<file path="src/rtl/ofb_stream_engine.sv">
// rtl/ofb_stream_engine.sv - multi-block OFB engine driving an external block cipher
// Keystream chains KS[0]=E(IV), KS[n]=E(KS[n-1]); out = in ^ KS, so one datapath serves both directions.
module ofb_stream_engine #(
  parameter int BLK_W = 128,
  parameter int KEY_W = 128,
  parameter int CNT_W = 16
) (
  input  logic             clk,
  input  logic             rst_n,
  input  logic             start,
  input  logic             abort,
  input  logic [KEY_W-1:0] key,
  input  logic [BLK_W-1:0] iv,
  input  logic [CNT_W-1:0] num_blocks,
  output logic             busy,
  input  logic             in_valid,
  output logic             in_ready,
  input  logic [BLK_W-1:0] in_data,
  output logic             out_valid,
  input  logic             out_ready,
  output logic [BLK_W-1:0] out_data,
  output logic             out_last,
  output logic             done,
  output logic             bc_start,
  output logic [KEY_W-1:0] bc_key,
  output logic [BLK_W-1:0] bc_in,
  input  logic             bc_done,
  input  logic [BLK_W-1:0] bc_out
);

  typedef enum logic [1:0] {S_IDLE, S_GEN, S_HAVE_KS, S_DRAIN} state_t;

  state_t           r_state;
  logic [KEY_W-1:0] r_key;
  logic [BLK_W-1:0] r_ks;
  logic             r_ks_valid;
  logic [CNT_W-1:0] r_remaining;
  logic             r_out_valid;
  logic [BLK_W-1:0] r_out_data;
  logic             r_out_last;
  logic             r_done;
  logic             r_bc_start;
  logic [BLK_W-1:0] r_bc_in;

  logic w_in_ready;
  logic w_xfer;
  logic w_out_accept;

  // A new block may enter only when the output register is free or being emptied this cycle.
  assign w_in_ready   = (r_state == S_HAVE_KS) && r_ks_valid && (!r_out_valid || out_ready);
  assign w_xfer       = in_valid && w_in_ready;
  assign w_out_accept = r_out_valid && out_ready;

  always_ff @(posedge clk) begin
    if (!rst_n) begin
      r_state     <= S_IDLE;
      r_key       <= '0;
      r_ks        <= '0;
      r_ks_valid  <= 1'b0;
      r_remaining <= '0;
      r_out_valid <= 1'b0;
      r_out_data  <= '0;
      r_out_last  <= 1'b0;
      r_done      <= 1'b0;
      r_bc_start  <= 1'b0;
      r_bc_in     <= '0;
    end else begin
      r_bc_start <= 1'b0;
      r_done     <= 1'b0;
      if (abort) begin
        r_state     <= S_IDLE;
        r_out_valid <= 1'b0;
        r_out_last  <= 1'b0;
        r_ks_valid  <= 1'b0;
      end else begin
        case (r_state)
          S_IDLE: begin
            if (start) begin
              r_key <= key;
              if (num_blocks == '0) begin
                r_done <= 1'b1;
              end else begin
                r_remaining <= num_blocks;
                r_bc_in     <= iv;
                r_bc_start  <= 1'b1;
                r_state     <= S_GEN;
              end
            end
          end
          S_GEN: begin
            // The previous block may still be waiting on the sink while the cipher runs.
            if (w_out_accept) r_out_valid <= 1'b0;
            if (bc_done) begin
              r_ks       <= bc_out;
              r_ks_valid <= 1'b1;
              r_state    <= S_HAVE_KS;
            end
          end
          S_HAVE_KS: begin
            if (w_xfer) begin
              r_out_data  <= in_data ^ r_ks;
              r_out_valid <= 1'b1;
              r_ks_valid  <= 1'b0;
              r_remaining <= r_remaining - 1'b1;
              if (r_remaining > 1) begin
                r_bc_in    <= r_ks;
                r_bc_start <= 1'b1;
                r_state    <= S_GEN;
              end else begin
                r_out_last <= 1'b1;
                r_state    <= S_DRAIN;
              end
            end else if (w_out_accept) begin
              r_out_valid <= 1'b0;
            end
          end
          S_DRAIN: begin
            if (w_out_accept) begin
              r_out_valid <= 1'b0;
              r_out_last  <= 1'b0;
              r_done      <= 1'b1;
              r_state     <= S_IDLE;
            end
          end
          default: r_state <= S_IDLE;
        endcase
      end
    end
  end

  assign busy      = (r_state != S_IDLE);
  assign in_ready  = w_in_ready;
  assign out_valid = r_out_valid;
  assign out_data  = r_out_data;
  assign out_last  = r_out_last;
  assign done      = r_done;
  assign bc_start  = r_bc_start;
  assign bc_key    = r_key;
  assign bc_in     = r_bc_in;

endmodule

</file>
<file path="config.mk">
export PLATFORM = sky130hd
export DESIGN_NAME = ofb_stream_engine
export DESIGN_NICKNAME = d
export VERILOG_FILES = /design/src/rtl/ofb_stream_engine.sv
export SDC_FILE = /design/constraint.sdc
export NUM_CORES = 1
export LEC_CHECK = 0
export BUFFER_PORTS_ARGS = -buffer_cell sky130_fd_sc_hd__buf_2
export CAP_MARGIN = 10
export CORE_AREA = 2 2 362 364
export DETAILED_ROUTE_END_ITERATION = 8
export DIE_AREA = 0 0 364 366
export SLEW_MARGIN = 30
export SYNTH_ARGS = -nofsm -noshare
export SYNTH_HDL_FRONTEND = slang
export SYNTH_SLANG_ARGS = --single-unit
</file>
<file path="constraint.sdc">
create_clock -name clk -period 2 [get_ports clk]
set_input_delay 0.2 -clock clk [delete_from_list [all_inputs] [get_ports clk]]
set_output_delay 0.2 -clock clk [all_outputs]
set_load 0.03 [all_outputs]
</file>
==> results.md, run 1 <==
* Synth Warn # at 0
* Main synth FF type: dfxtp_1
* Layout cells sized above 1 at 0.3379
* Yosys top cell area share at 0.4724
* Top cells by area, synth: dfxtp_1 47%, o211a_1 11%, nand2_1 11%
* Final-report max-slew violation count at 0
* VDD IR max at 0.7072 mV
* Gr usage total at 0.1521
* Max Cap Viol at 0
* RSZ-0062 raised after global routing: true
* Final nets at 4537
* P per Cell Area at 711.9 nW/um^2
* CTS tree: yes
* Register share of total power at 0.409
* Switching share of power at 0.2793
* Power Total at 27.88 mW
* Post-Place Setup Slack at -699.6 ps
* Worst Skew at 16.32 ps
* Final ANT Viol Nets at 0
* Fin crit period at 2203 ps
* Max-slew headroom at the worst pin at 0.4578
* Syn_nets at 3004
* Worst-path fanout max at 13
* Core ar. at 129000 sq um
* Vias in the first global route at 25510
* CTS max path bufs at 3
* Avg WL per Cell at 18.63 microns
* Rows at 132
* Period utilization at 1.101
* P_int at 20.09 mW
* Hold Crit Class: input pin to flop
* Status: complete, but fails checks
* WHS Path Cells at 4
* Req. time, crit path at 2540 ps
* FFs w/ async S/R, synth at 0
* Critical Path Sink Type: flop
* Final Hold Viols at 0
* Comb pwr share at 0.176
* Reg2reg end: bc_in[66]$_SDFFE_PN0P_
* Failing checks: negative setup slack
* Post-synth EDFFs at 0
* CP max stage cell: or4_4
* Die width at 364 microns
* Worst flop-to-flop path startpoint: r_remaining[8]$_SDFFE_PN0P_
* Final worst slack at -202.8 ps
* FF-to-FF path depth at 7
* Final core utilization at 0.3036
* Clock network power share at 0.415
* IO buf count at 924
* Hold Path Sink: out_data[104]$_SDFFE_PN0P_
* Detailed Place HPWL at 74280 microns
* Lkg Pwr at 19.01 nW
* First-pass GRT wire length at 154700 microns
* Clk slew on worst S/H paths at 70 ps
* Min-Delay Startpoint: in_data[104]
* Mapped Area at 22670 sq um
* CP Class: flop to flop
* CTS root buffer: clkbuf_16
* Synth area leader: dfxtp_1
* Vias post-DR at 24810
* R2R Setup Slk at -200 ps
* Worst-margin pin slew at 805.9 ps
* GPL Wtd Cong at 0.8889
* Gr ovfl total at 0
* Area Growth Syn to Fin at 72.72%
* Syn Area/Cell at 9.209 sq um
* I/O pin cnt at 925
* CTS buffer count at 60
* Filler cells at 13130
* Largest net degree at the start of global routing at 91
* Crit path arrival time at 2740 ps
* Synth unique cells at 47
* DRT Pass-1 Iters at 5
* Die ar. at 133200 sq um
* Wirelength, routed at 107900 microns
* Post-route insts no fill at 5793
* Placed Cells at 5118
* CTS Sinks at 535
* Maximum operating frequency at 454.0 MHz
* Register area share after synthesis at 0.4724
* #FFs+latches synth at 535
* Skew-Pair Late Insertion Delay at 640 ps
* Die H at 366 microns
* Synthesized instance count at 2462
* Initial Util at 0.1758
* CP Cell Sequence: or4_4 -> nor4_4 -> and3_4 -> nor2_4 -> buf_12 -> clkbuf_16 -> o211a_1
* Final setup viols at 242
* Vias/cell at 4.283
* Antenna violations before repair at 15
* P_sw at 7.785 mW
* Maximum level of the CTS H-tree at 2
* Crit-path max cell delay at 560 ps
* DRC viols at 0
* DRT iter0 DRCs at 1527
* CP Launch Type: flop
## per-layer routing
layer | routed length (microns) | vias to the layer above | GRT usage | part of all wire
met3 | 7576 | 308 | 0.03322 | 0.070
li1 | - | 11570 | - | -
met4 | 5906 | 2 | 0.08219 | 0.055
met1 | 43790 | 11810 | 0.1794 | 0.41
met5 | 13 | - | 0 | 0.00012
met2 | 50640 | 1119 | 0.2556 | 0.47
## state kept, by name (all words and copies together) (netlist names), 2 cells and up
| register | count |
|---|---|
| r_state | 2 |
| out_data | 128 |
| r_remaining | 16 |
| bc_key | 128 |
| r_ks | 128 |
| bc_in | 128 |
## cells by family after synthesis
kind of cell / share of synthesized area
AO/OA/AOI/OAI: 0.2165
XOR/XNOR: 0.05022
adder cells (fa/ha/maj): 0.003863
buffers and inverters: 0.04354
flip-flops: 0.4724
multiplexers: 0.05701
AND/OR/NAND/NOR: 0.1565
## worst max path at each step
stage	start	endpoint	slack (ps)
after floorplan	r_state[0]$_SDFFE_PP0P_	out_data[105]$_SDFFE_PN0P_	10
after detailed placement	num_blocks[11]	bc_in[100]$_SDFFE_PN0P_	-700
final	r_remaining[8]$_SDFFE_PN0P_	bc_in[66]$_SDFFE_PN0P_	-200
after global routing	r_state[0]$_SDFFE_PP0P_	out_data[97]$_SDFFE_PN0P_	-230
after global placement	num_blocks[11]	bc_in[100]$_SDFFE_PN0P_	-750
after CTS	r_remaining[8]$_SDFFE_PN0P_	bc_in[76]$_SDFFE_PN0P_	-160
## synthesized netlist by cell type, types with 7 or more instances
master      n
a21boi_0  257
a21oi_1    15
a31o_2      7
buf_1      20
buf_2      42
buf_6      14
clkbuf_1  133
dfxtp_1   535
ha_1        7
inv_1      12
mux2i_1   128
nand2_1   671
nand3_1   140
nor2_1     15
nor4_1      7
o211a_1   256
o21ai_0    18
xnor2_1   129
## area by class of cell
cell class | count | area, sq um | area share
well taps | 1742 | 2180 | 0.05566
multi-input cells | 1706 | 11320 | 0.2892
diodes | 6 | 15.01 | 0.0003834
inverters | 12 | 50.05 | 0.001278
repair buffers | 1680 | 12850 | 0.3280
flip-flops and latches | 535 | 10710 | 0.2736
clock inverters | 23 | 239.0 | 0.006103
clock buffers | 89 | 1792 | 0.04575
## timing repair
action / CTS / global route
setup endpoints to repair: 269 / 274
pin swaps: 7 / 6
hold buffers: 507 / 0
buffers inserted: 22 / 8
hold endpoints to repair: 507 / 0
resized for setup: 122 / 58
cloned: 17 / 6
## power groups by stage
stage / clock, mW / sequential [mW] / combinational, mW
global route: 12.2 / 11.4 / 5.22
detailed placement: 0 / 11.6 / 3.89
finish: 11.6 / 11.4 / 4.91
global placement: 0 / 11.6 / 3.86
floorplan: 0 / 12.3 / 1.37
CTS: 11.8 / 11.4 / 4.79
## stage by stage
| step | hold slack, ps | instance area (sq um) | TNS [ps] |
|---|---|---|---|
| floorplan | 344.9 | 22750 | 0 |
| global placement | 446.0 | 30490 | -119040 |
| CTS | 0.3929 | 38790 | -18270 |
| global route | -0.4849 | 39150 | -43840 |
| finish | 39.54 | 39160 | -27140 |
| detailed placement | 452.3 | 30490 | -116850 |
## worst max-delay path, delay by kind of cell, from the launching register on
| kind | cells | cell delay, ps |
|---|---|---|
| AO/OA/AOI/OAI | 1 | 200 |
| AND/OR/NAND/NOR | 4 | 1090 |
| buffers and inverters | 2 | 390 |
| flip-flops | 1 | 320 |
## placed cells by master, fill, tap and decap left out, types with 15 or more instances in the layout
cell	n
dlygate4sd3_1	507
buf_12	49
dfxtp_1	532
buf_2	921
buf_16	20
clkbuf_16	65
buf_8	16
buf_4	151
nand2_1	616
xnor2_1	129
nand3_1	135
mux2i_1	127
clkbuf_8	16
o211a_1	256
o21ai_0	15
nand2_2	42
a21boi_0	257
Power figures use the tool's default switching activity.
==> run 2: changes to the inputs <==
==> constraint.sdc (replaced) <==
create_clock -name clk -period 2 [get_ports clk]
set_input_delay 0 -clock clk [delete_from_list [all_inputs] [get_ports clk]]
set_output_delay 0 -clock clk [all_outputs]
set_load 0.03 [all_outputs]
==> results.md, run 2 (synthesized netlist as in run 1, its figures left out) <==
* Status: complete, but fails checks
* Failing checks: negative setup slack
* Antenna violations before repair at 14 (-1)
* IO buf count at 924 (unchanged)
* CTS root buffer: clkbuf_16
* Worst-path fanout max at 10 (-3)
* Avg WL per Cell at 19.67 microns (+5.6%)
* Placed Cells at 5092 (-0.51%)
* R2R Setup Slk at -220 ps (-20 ps)
* CP Class: flop to flop
* DRT Pass-1 Iters at 5 (unchanged)
* Wirelength, routed at 114900 microns (+6.5%)
* Rows at 132 (unchanged)
* Highest Signal Layer: met4
* Worst Skew at 20.06 ps (+3.740 ps)
* Area Growth Syn to Fin at 78.27%
* Post-route insts no fill at 5843 (+0.86%)
* Skew-Pair Late Insertion Delay at 660 ps (+20 ps)
* Die ar. at 133200 sq um (unchanged)
* Detailed Place HPWL at 74400 microns (+0.16%)
* CTS Sinks at 535 (unchanged)
* Final-report max-slew violation count at 0 (unchanged)
* I/O pin cnt at 925 (unchanged)
* Setup_tns at -25710 ps (+1434 ps)
* Final core utilization at 0.3134 (+0.009768)
* Final Hold Viols at 0 (unchanged)
* Final ANT Viol Nets at 0 (unchanged)
* Worst-margin pin slew at 657.8 ps (-148.1 ps)
* Max Cap Viol at 0 (unchanged)
* Crit path arrival time at 2750 ps (about the same)
* Die H at 366 microns (unchanged)
* Gr usage total at 0.1558 (+0.003656)
* Met2 wire length at 53090 microns (+4.8%)
* Max-slew headroom at the worst pin at 0.5583 (+0.1005)
* Maximum operating frequency at 450.9 MHz (-0.68%)
* Fin crit period at 2218 ps (+15.09 ps)
* Final nets at 4577 (+0.88%)
* CTS tree: yes
* Vias/cell at 4.339 (+1.3%)
* WHS Path Cells at 4 (unchanged)
* Period utilization at 1.109 (+0.007547)
* Req. time, crit path at 2540 ps (about the same)
* Min-Delay Startpoint: key[30]
* GPL Wtd Cong at 0.8896 (about the same)
* CTS buffer count at 69 (+15%)
* RSZ-0062 raised after global routing: true
* Worst hold margin at 130.6 ps (+91.04 ps)
* DRT iter0 DRCs at 1855 (+21%)
* Met3 WL at 8963 microns (+18%)
* Vias in the first global route at 25330 (-0.68%)
* Highest-count cells in the layout ignoring fill and taps: 922 x buf_2, 568 x nand2_1, 535 x dlygate4sd3_1
* Maximum level of the CTS H-tree at 3 (+1)
* Commonest non-fill, non-tap cell in the layout: buf_2
* Final setup viols at 237 (-2.1%)
* FF-to-FF path depth at 7 (unchanged)
* Vias post-DR at 25360 (+2.2%)
* Die width at 364 microns (unchanged)
* First-pass GRT wire length at 156800 microns (+1.4%)
* Initial Util at 0.1758 (unchanged)
* Reg2reg end: bc_in[12]$_SDFFE_PN0P_
* DRC viols at 0 (unchanged)
* Final worst slack at -217.9 ps (-15.09 ps)
* VDD IR max at 0.6506 mV (-8.0%)
* CP Launch Type: flop
* Clk slew on worst S/H paths at 60 ps (about the same)
* Critical Path Sink Type: flop
* CTS max path bufs at 3 (unchanged)
* Hold Path Sink: bc_key[30]$_SDFFE_PN0P_
* Lkg Pwr at 19.63 nW (+3.3%)
* Worst flop-to-flop path startpoint: r_remaining[8]$_SDFFE_PN0P_
* M1 wire length at 45670 microns (+4.3%)
* P per Cell Area at 726.7 nW/um^2 (+2.1%)
* Hold Crit Class: input pin to flop
* Largest net degree at the start of global routing at 81 (-11%)
* Core ar. at 129000 sq um (unchanged)
* Gr ovfl total at 0 (unchanged)
* Layout cells sized above 1 at 0.3488 (+0.01088)
run 2: worst max-delay path by stage:
stage	endpoint	startpoint
after global placement	bc_in[87]$_SDFFE_PN0P_	r_state[1]$_SDFFE_PP0P_
after floorplan	out_data[105]$_SDFFE_PN0P_	r_state[0]$_SDFFE_PP0P_
final	bc_in[12]$_SDFFE_PN0P_	r_remaining[8]$_SDFFE_PN0P_
after detailed placement	bc_in[70]$_SDFFE_PN0P_	r_state[1]$_SDFFE_PP0P_
after global routing	bc_in[65]$_SDFFE_PN0P_	r_remaining[8]$_SDFFE_PN0P_
after CTS	bc_in[71]$_SDFFE_PN0P_	r_remaining[8]$_SDFFE_PN0P_
run 2: metrics by stage:
step	area, sq um	total power, mW	setup slack [ps]
floorplan	22750	13.64	11.85
global placement	30350	15.44	-388.4
detailed placement	30350	15.47	-413.2
CTS	38950	29.37	-181.2
global route	40410	30.44	-233.9
finish	40420	29.37	-217.9
run 2: worst max-delay path: stages, from the launching register on:
cell	delay, ps
dfxtp_1	320
or4_4	570
nor4_4	230
and3_4	270
nor2_4	70
buf_12	170
clkbuf_16	210
o211a_1	210
run 2: power breakdown:
| part | total [mW] | switching, mW | internal [mW] |
|---|---|---|---|
| Combinational | 5.12 | 2.71 | 2.41 |
| Clock | 12.9 | 5.29 | 7.56 |
| Sequential | 11.4 | 0.310 | 11.1 |
run 2: timing repair:
item / 4_1_cts / 5_1_grt
buffers inserted: 24 / 21
hold buffers: 535 / 0
gates cloned: 14 / 33
resized for setup: 58 / 192
endpoints found under the setup margin: 261 / 365
endpoints found under the hold margin: 535 / 0
pin swaps: 4 / 3
run 2: area by class of cell:
class	instances	area, sq um
inverters	12	50.05
well taps	1742	2180
clock buffers	92	1936
repair buffers	1711	13540
diodes	13	32.53
multi-input cells	1706	11570
flip-flops and latches	535	10720
clock inverters	32	397.9
fillers	12950	88570
run 2: per-layer routing:
layer	global-route usage	vias to the layer above
met5	0	-
met1	0.1828	12060
li1	-	11670
met3	0.03849	354
met2	0.2529	1269
met4	0.09871	0
